### config.mk
export PLATFORM = sky130hd
export DESIGN_NAME = cv32e40p_obi_instr_responder
export DESIGN_NICKNAME = d
export VERILOG_FILES = /design/src/rtl/cv32e40p_obi_instr_responder.sv
export SDC_FILE = /design/constraint.sdc
export NUM_CORES = 1
export LEC_CHECK = 0
export ABC_AREA = 0
export CAP_MARGIN = 20
export CORE_AREA = 3 3 98 100
export DETAILED_ROUTE_END_ITERATION = 16
export DIE_AREA = 0 0 101 103
export PLACE_DENSITY_LB_ADDON = 0.05
export SLEW_MARGIN = 10
export SYNTH_ARGS = -nofsm -noshare
export SYNTH_HDL_FRONTEND = slang
export SYNTH_SLANG_ARGS = --single-unit
### constraint.sdc
create_clock -name clk -period 2.7 [get_ports clk]
set_clock_uncertainty 0.1 [all_clocks]
set_input_delay 0.405 -clock clk [delete_from_list [all_inputs] [get_ports clk]]
set_output_delay 0.405 -clock clk [all_outputs]
set_load 0.02 [all_outputs]
### src/rtl/cv32e40p_obi_instr_responder.sv
// OBI instruction-side responder backed by a one-cycle-latency SRAM.
// Grants are capped by DEPTH outstanding transactions. Responses are returned in grant order.
module cv32e40p_obi_instr_responder #(
  parameter int unsigned DEPTH     = 2,
  parameter int unsigned MEM_AW    = 14,
  parameter logic [31:0] BASE_ADDR = 32'h0000_0000
) (
  input  logic              clk,
  input  logic              rst_n,
  input  logic              obi_req_i,
  output logic              obi_gnt_o,
  input  logic [31:0]       obi_addr_i,
  output logic              obi_rvalid_o,
  output logic [31:0]       obi_rdata_o,
  output logic              obi_err_o,
  input  logic              gnt_stall_i,
  input  logic              resp_stall_i,
  output logic              mem_req_o,
  output logic [MEM_AW-1:0] mem_addr_o,
  input  logic [31:0]       mem_rdata_i
);

  localparam int unsigned   CW       = $clog2(DEPTH) + 1;
  localparam int unsigned   PW       = (DEPTH > 1) ? $clog2(DEPTH) : 1;
  localparam logic [CW-1:0] DEPTH_C  = CW'(DEPTH);
  localparam logic [PW-1:0] LAST_PTR = PW'(DEPTH - 1);
  localparam logic [32:0]   LIMIT    = {1'b0, BASE_ADDR} + (33'd4 << MEM_AW);

  logic [CW-1:0] out_cnt;
  logic [CW-1:0] fifo_cnt;
  logic [PW-1:0] wr_ptr;
  logic [PW-1:0] rd_ptr;
  logic [31:0]   fifo_data [DEPTH];
  logic          fifo_err  [DEPTH];
  logic          pend_valid;
  logic          pend_err;

  logic          accept;
  logic          in_range;
  logic          fifo_empty;
  logic          push;
  logic          pop;
  logic [31:0]   pend_rdata;

  // The address is compared in 33 bits so that a window ending at 4 GiB cannot wrap.
  assign in_range   = ({1'b0, obi_addr_i} >= {1'b0, BASE_ADDR}) && ({1'b0, obi_addr_i} < LIMIT);
  assign obi_gnt_o  = rst_n && obi_req_i && !gnt_stall_i && (out_cnt < DEPTH_C);
  assign accept     = obi_req_i && obi_gnt_o;
  assign mem_req_o  = accept && in_range;
  assign mem_addr_o = obi_addr_i[MEM_AW+1:2] - BASE_ADDR[MEM_AW+1:2];

  assign fifo_empty   = (fifo_cnt == '0);
  assign pend_rdata   = pend_err ? '0 : mem_rdata_i;
  assign obi_rvalid_o = rst_n && (!fifo_empty || pend_valid) && !resp_stall_i;
  assign pop          = obi_rvalid_o && !fifo_empty;
  // The pending word goes straight out only when the FIFO is empty and the response is not stalled.
  assign push         = pend_valid && !(obi_rvalid_o && fifo_empty);

  always_comb begin
    obi_rdata_o = '0;
    obi_err_o   = 1'b0;
    if (obi_rvalid_o) begin
      if (!fifo_empty) begin
        obi_rdata_o = fifo_data[rd_ptr];
        obi_err_o   = fifo_err[rd_ptr];
      end else begin
        obi_rdata_o = pend_rdata;
        obi_err_o   = pend_err;
      end
    end
  end

  always_ff @(posedge clk) begin
    if (!rst_n) begin
      out_cnt    <= '0;
      fifo_cnt   <= '0;
      wr_ptr     <= '0;
      rd_ptr     <= '0;
      pend_valid <= 1'b0;
      pend_err   <= 1'b0;
    end else begin
      pend_valid <= accept;
      pend_err   <= accept && !in_range;
      case ({accept, obi_rvalid_o})
        2'b10:   out_cnt <= out_cnt + 1'b1;
        2'b01:   out_cnt <= out_cnt - 1'b1;
        default: out_cnt <= out_cnt;
      endcase
      case ({push, pop})
        2'b10:   fifo_cnt <= fifo_cnt + 1'b1;
        2'b01:   fifo_cnt <= fifo_cnt - 1'b1;
        default: fifo_cnt <= fifo_cnt;
      endcase
      if (push) wr_ptr <= (wr_ptr == LAST_PTR) ? '0 : wr_ptr + 1'b1;
      if (pop)  rd_ptr <= (rd_ptr == LAST_PTR) ? '0 : rd_ptr + 1'b1;
    end
  end

  always_ff @(posedge clk) begin
    if (push) begin
      fifo_data[wr_ptr] <= pend_rdata;
      fifo_err[wr_ptr]  <= pend_err;
    end
  end

  a_fifo_no_overflow: assert property (@(posedge clk) disable iff (!rst_n)
    (push && !pop) |-> (fifo_cnt != DEPTH_C));

  a_cnt_no_underflow: assert property (@(posedge clk) disable iff (!rst_n)
    obi_rvalid_o |-> (out_cnt != '0));

endmodule

### Word level (Yosys, flattened, before mapping)

Memories as Yosys holds them, arrays and structs flattened. A register that Yosys moved wholly into a read port is not among the register bits.
Cells that the tools add are included.

* equality and inequality tests: 4
* $add $sub $neg: 6
* reduce and logical (&&, ||, !) cells: 20
* magnitude comparators: 2
* multiplexer cells: 15

Operator list (count)
* $mux W32: 3
* $lt A32 B17 Y1 const B: 1
* $logic_and A1 B1 Y1: 11
* $mux W1: 10
* $pmux W2 S2: 2
* $logic_not A1 Y1: 5
* $add A2 B1 Y2 const B: 2
* $eq A2 B1 Y1 const B: 2
* $eq A2 B2 Y1 const B: 2
* $reduce_bool A2 Y1: 2
* $sub A2 B1 Y2 const B: 2
* $add A1 B1 Y1 const B: 2
* $logic_not A2 Y1: 1
* $lt A2 B2 Y1 const B: 1
* $logic_or A1 B1 Y1: 1

* input port bits: 69
* register bits after elaboration: 8
* RAM bits: 66
* memories: 2

Memory list
* fifo_data: depth 2, bits a word 32, read ports 1, clocked after Yosys merged registers in 1, wr ports 1, line 33 `logic [31:0] fifo_data [DEPTH];`
* fifo_err: depth 2, bits a word 1, read ports 1, clocked after Yosys merged registers in 1, wr ports 1, line 34 `logic fifo_err [DEPTH];`

### Logic depth before layout (Yosys ltp)

* depth in word-level cells: 10
* mapped depth: 8

### Worst setup path before layout

OpenSTA, ideal clock, no wires.

* kind: input -> register
* start point: in rst_n
* end point: mem fifo_data[0][0], enable pin
* buffers on the path: 0
* data arrival time: 2.055 ns
* slack: 0.122 ns
* library setup time: 0.423 ns
* stages: 3
* path through: or4b_1 -> nand2_2 -> nor2_1

* longest elaborated chain between the ends: 7

Ends and longest elaborated chain
* start: declaration: line 9 `input logic rst_n,`
* $logic_and A1 B1 Y1 (2 in a row): line 54 `assign obi_rvalid_o = rst_n && (!fifo_empty || pend_valid) && !resp_stall_i;`
* $logic_and A1 B1 Y1: line 57 `assign push = pend_valid && !(obi_rvalid_o && fifo_empty);`
* $logic_not A1 Y1: line 57
* $logic_and A1 B1 Y1: line 57
* $mux W1: line 100 `if (push) begin`
* $mux W1 (not written as such): line 101 `fifo_data[wr_ptr] <= pend_rdata;`
* end: declaration: line 33

Every way passes these cells.

### Worst setup path in the final report

* start point: in resp_stall_i
* end point: out obi_rdata_o[3]

* longest elaborated chain between the ends: 3

Ends and longest elaborated chain
* start: declaration: line 17 `input logic resp_stall_i,`
* $logic_not A1 Y1: line 54
* $logic_and A1 B1 Y1: line 54
* $mux W32: line 62 `if (obi_rvalid_o) begin`
* end: declaration: line 14 `output logic [31:0] obi_rdata_o,`

Every way passes these cells.

==> qor.yml <==
final_net_count: 439
required_ns: 2.19
post-place-ws_ns: -0.148
cts_tree: "built"
ys_ff_latch: 75
grt_pass1_wl_mm: 12.0
clock_path_buffers: 2
overflow: 0
ys_seq_area_frac: 0.592
synthAdderAreaFrac: 0.00685
clock_latency_ns: 0.34
netlist.area_leader.share: 0.542
cts_resized: 35
post-dp-hpwl_mm: 5.00
start_kind: "input pin"
antenna_found_initial: 0
chipWidth_um: 101
dieArea_um2: 10400
drt-wirelength-per-cell_um: 15.4
synth_compound_area_frac: 0.132
p_sw_uw: 554
drc_errors: 0
p_int_uw: 1860
finalPower_uw: 2420
top_usage_layer: "met2"
worstPathArrival_ns: 2.03
syn_area_um2: 3650
grt_pass1_vias: 2502
maxCapViolCount: 0
gp_congestion: 0.725
syn_nets: 353
synthSimpleGateAreaFrac: 0.0753
netlist.top_cell.by_area: "edfxtp_1"
fin_crit_sh: 0.939
relSlewSlack: 0.313
combPwrFrac: 0.119
slew_violations: 0
final_antenna_net_count: 0
max_freq_mhz: 394
swShare: 0.229
ctsHtreeMaxLevel: 3
worst_r2r_path_depth: 6
fin_ws_ns: 0.164
synthXorXnorAreaFrac: 0.00959
initial_core_util: 0.417
drt_iter0_markers: 110
clockPowerShare: 0.341
hold_buffers: 0
yosysWarnings: 0
rsz0062_at_grt: "false"
worstMarginPinSlew_ns: 1.03
netlist_instances: 282
use_met3: 0.0494
min_path_cells: 2
critical_path.endpoint_type: "primary output"
clockRootBuffer: "clkbuf_8"
drive_above_1_share: 0.175
gr-usage-met1: 0.181
path_max_fanout: 18
cts_made_buffers: 9
synth_mux_area_frac: 0.0932
die_y_um: 103
status: "finished clean"
cts.sinks: 75
hp-class: "reg2reg"
post-cts-setup-buffers: 0
first_pass_iters: 4
rows: 34
grtUsageMet2: 0.250
drt-vias-per-instance: 5.13
ir_drop_v: 0.000337
clk_pin_slew_ns: 0.08
crit_type: "in2out"
power_density_nw_per_um2: 500
synth_top_family_by_area: "compound AO/OA/AOI/OAI gates"
finalSetupViolations: 0
grt.total_usage: 0.147
syn_area_per_cell_um2: 13.0
area_delta_synth_final_pct: 32.3
via_count: 2462
synth_area_leaders: "edfxtp_1, mux2i_1, o32ai_2"
yosysUniqueCellTypes: 35
fin_crit_ns: 2.54
grt_max_degree: 34
fill_cells: 776
power_frac_seq: 0.540
power_leakage_uw: 0.00187
hold_viol_final: 0
ioPinCount: 119
diodes: 0
core_area_um2: 8760
drt_wl_total_mm: 7.40
portBuffers: 88
worst paths after layout:
kind | from | end | slack (ns)
max | resp_stall_i | obi_rdata_o[3] | 0.16
min | out_cnt[1]$_SDFFE_PN0P_ | out_cnt[1]$_SDFFE_PN0P_ | 0.39
max reg2reg | fifo_cnt[1]$_SDFFE_PN0P_ | fifo_cnt[1]$_SDFFE_PN0P_ | 0.62
min reg2reg | out_cnt[1]$_SDFFE_PN0P_ | out_cnt[1]$_SDFFE_PN0P_ | 0.39
cell families (layout without fill, tap and decap cells):
kind of cell / after synthesis / count (layout)
mux: 34 / 34
compound gates: 41 / 41
simple gates: 57 / 57
flops: 75 / 75
xor+xnor: 4 / 4
fa+ha+maj: 2 / 2
buf+inv: 69 / 159
power by group through the flow:
stage | sequential, µW | combinational [µW] | clock (µW)
floorplan | 1320 | 184 | 0
global placement | 1330 | 297 | 0
detailed placement | 1330 | 301 | 0
CTS | 1300 | 292 | 852
global route | 1310 | 315 | 902
finish | 1300 | 288 | 824
critical path: stages:
cell and delay [ns]:
clkdlybuf4s50_1 0.42, and2b_1 0.24, nand3_2 0.15, buf_12 0.21
o32ai_2 0.23, dlygate4sd2_1 0.38
cell usage after synthesis:
cell type  number
nand3_2         1
o21ai_0         3
inv_1          34
xnor2_1         2
nand4_1         1
clkbuf_1        1
clkinv_2        1
nor3_1          1
or2b_1          1
o32ai_1        12
a21oi_1         4
buf_6           1
dfxtp_1         9
buf_4          14
nor2_1         38
mux2i_1        34
nand2_1         1
edfxtp_1       66
nand2b_1        1
nand2_2         1
buf_1           4
ha_1            2
nor4_1          4
or4b_4          1
or3_1           3
and2_1          1
and2b_1         1
o32ai_2        20
inv_2           2
or4b_1          1
o22ai_1         1
buf_2          12
o21ai_2         1
xor2_1          2
and3_1          1
per-layer routing:
layer  vias to the layer above  part of all wire
met1                      1198              0.43
li1                       1186                 -
met2                        72              0.49
met5                         -                 0
met4                         0            0.0074
met3                         6             0.071
sequential cells by signal (all words and copies together), names as in the netlist, named ones only:
name and cells:
pend_err 1, wr_ptr 1, out_cnt 2, fifo_data 64
fifo_err 2, fifo_cnt 2, pend_valid 1, rd_ptr 1
layout by cell type (no fill, tap or decap), types with 7 or more instances in the layout:
cell type        count
dlygate4sd2_1       35
mux2i_1             34
buf_4               15
inv_1               34
nor2_1              37
o32ai_2             20
clkdlybuf4s50_1     53
dfxtp_1              7
clkbuf_8             9
edfxtp_1            66
o32ai_1             12
through the flow:
| stage | util | hold slack [ns] | TNS (ns) | instances | cell area, µm² |
|---|---|---|---|---|---|
| floorplan | - | 0.340 | 0 | 282 | 3650 |
| global placement | 0.535 | 0.376 | -3.50 | 465 | 4690 |
| detailed placement | 0.535 | 0.391 | -4.41 | 465 | 4690 |
| CTS | 0.551 | 0.402 | 0 | 480 | 4830 |
| global route | 0.551 | 0.436 | 0 | 480 | 4830 |
| finish | 0.551 | 0.392 | 0 | 480 | 4830 |
cell type report:
class	count	area [µm²]	area share
inverters	37	140	0.0290
repair buffers	107	1030	0.213
clock buffers	9	124	0.0256
multi-input cells	138	1170	0.243
well taps	108	135	0.0280
flip-flops and latches	75	2160	0.448
clock inverters	6	66.3	0.0137
Power figures use the tool's default switching activity.
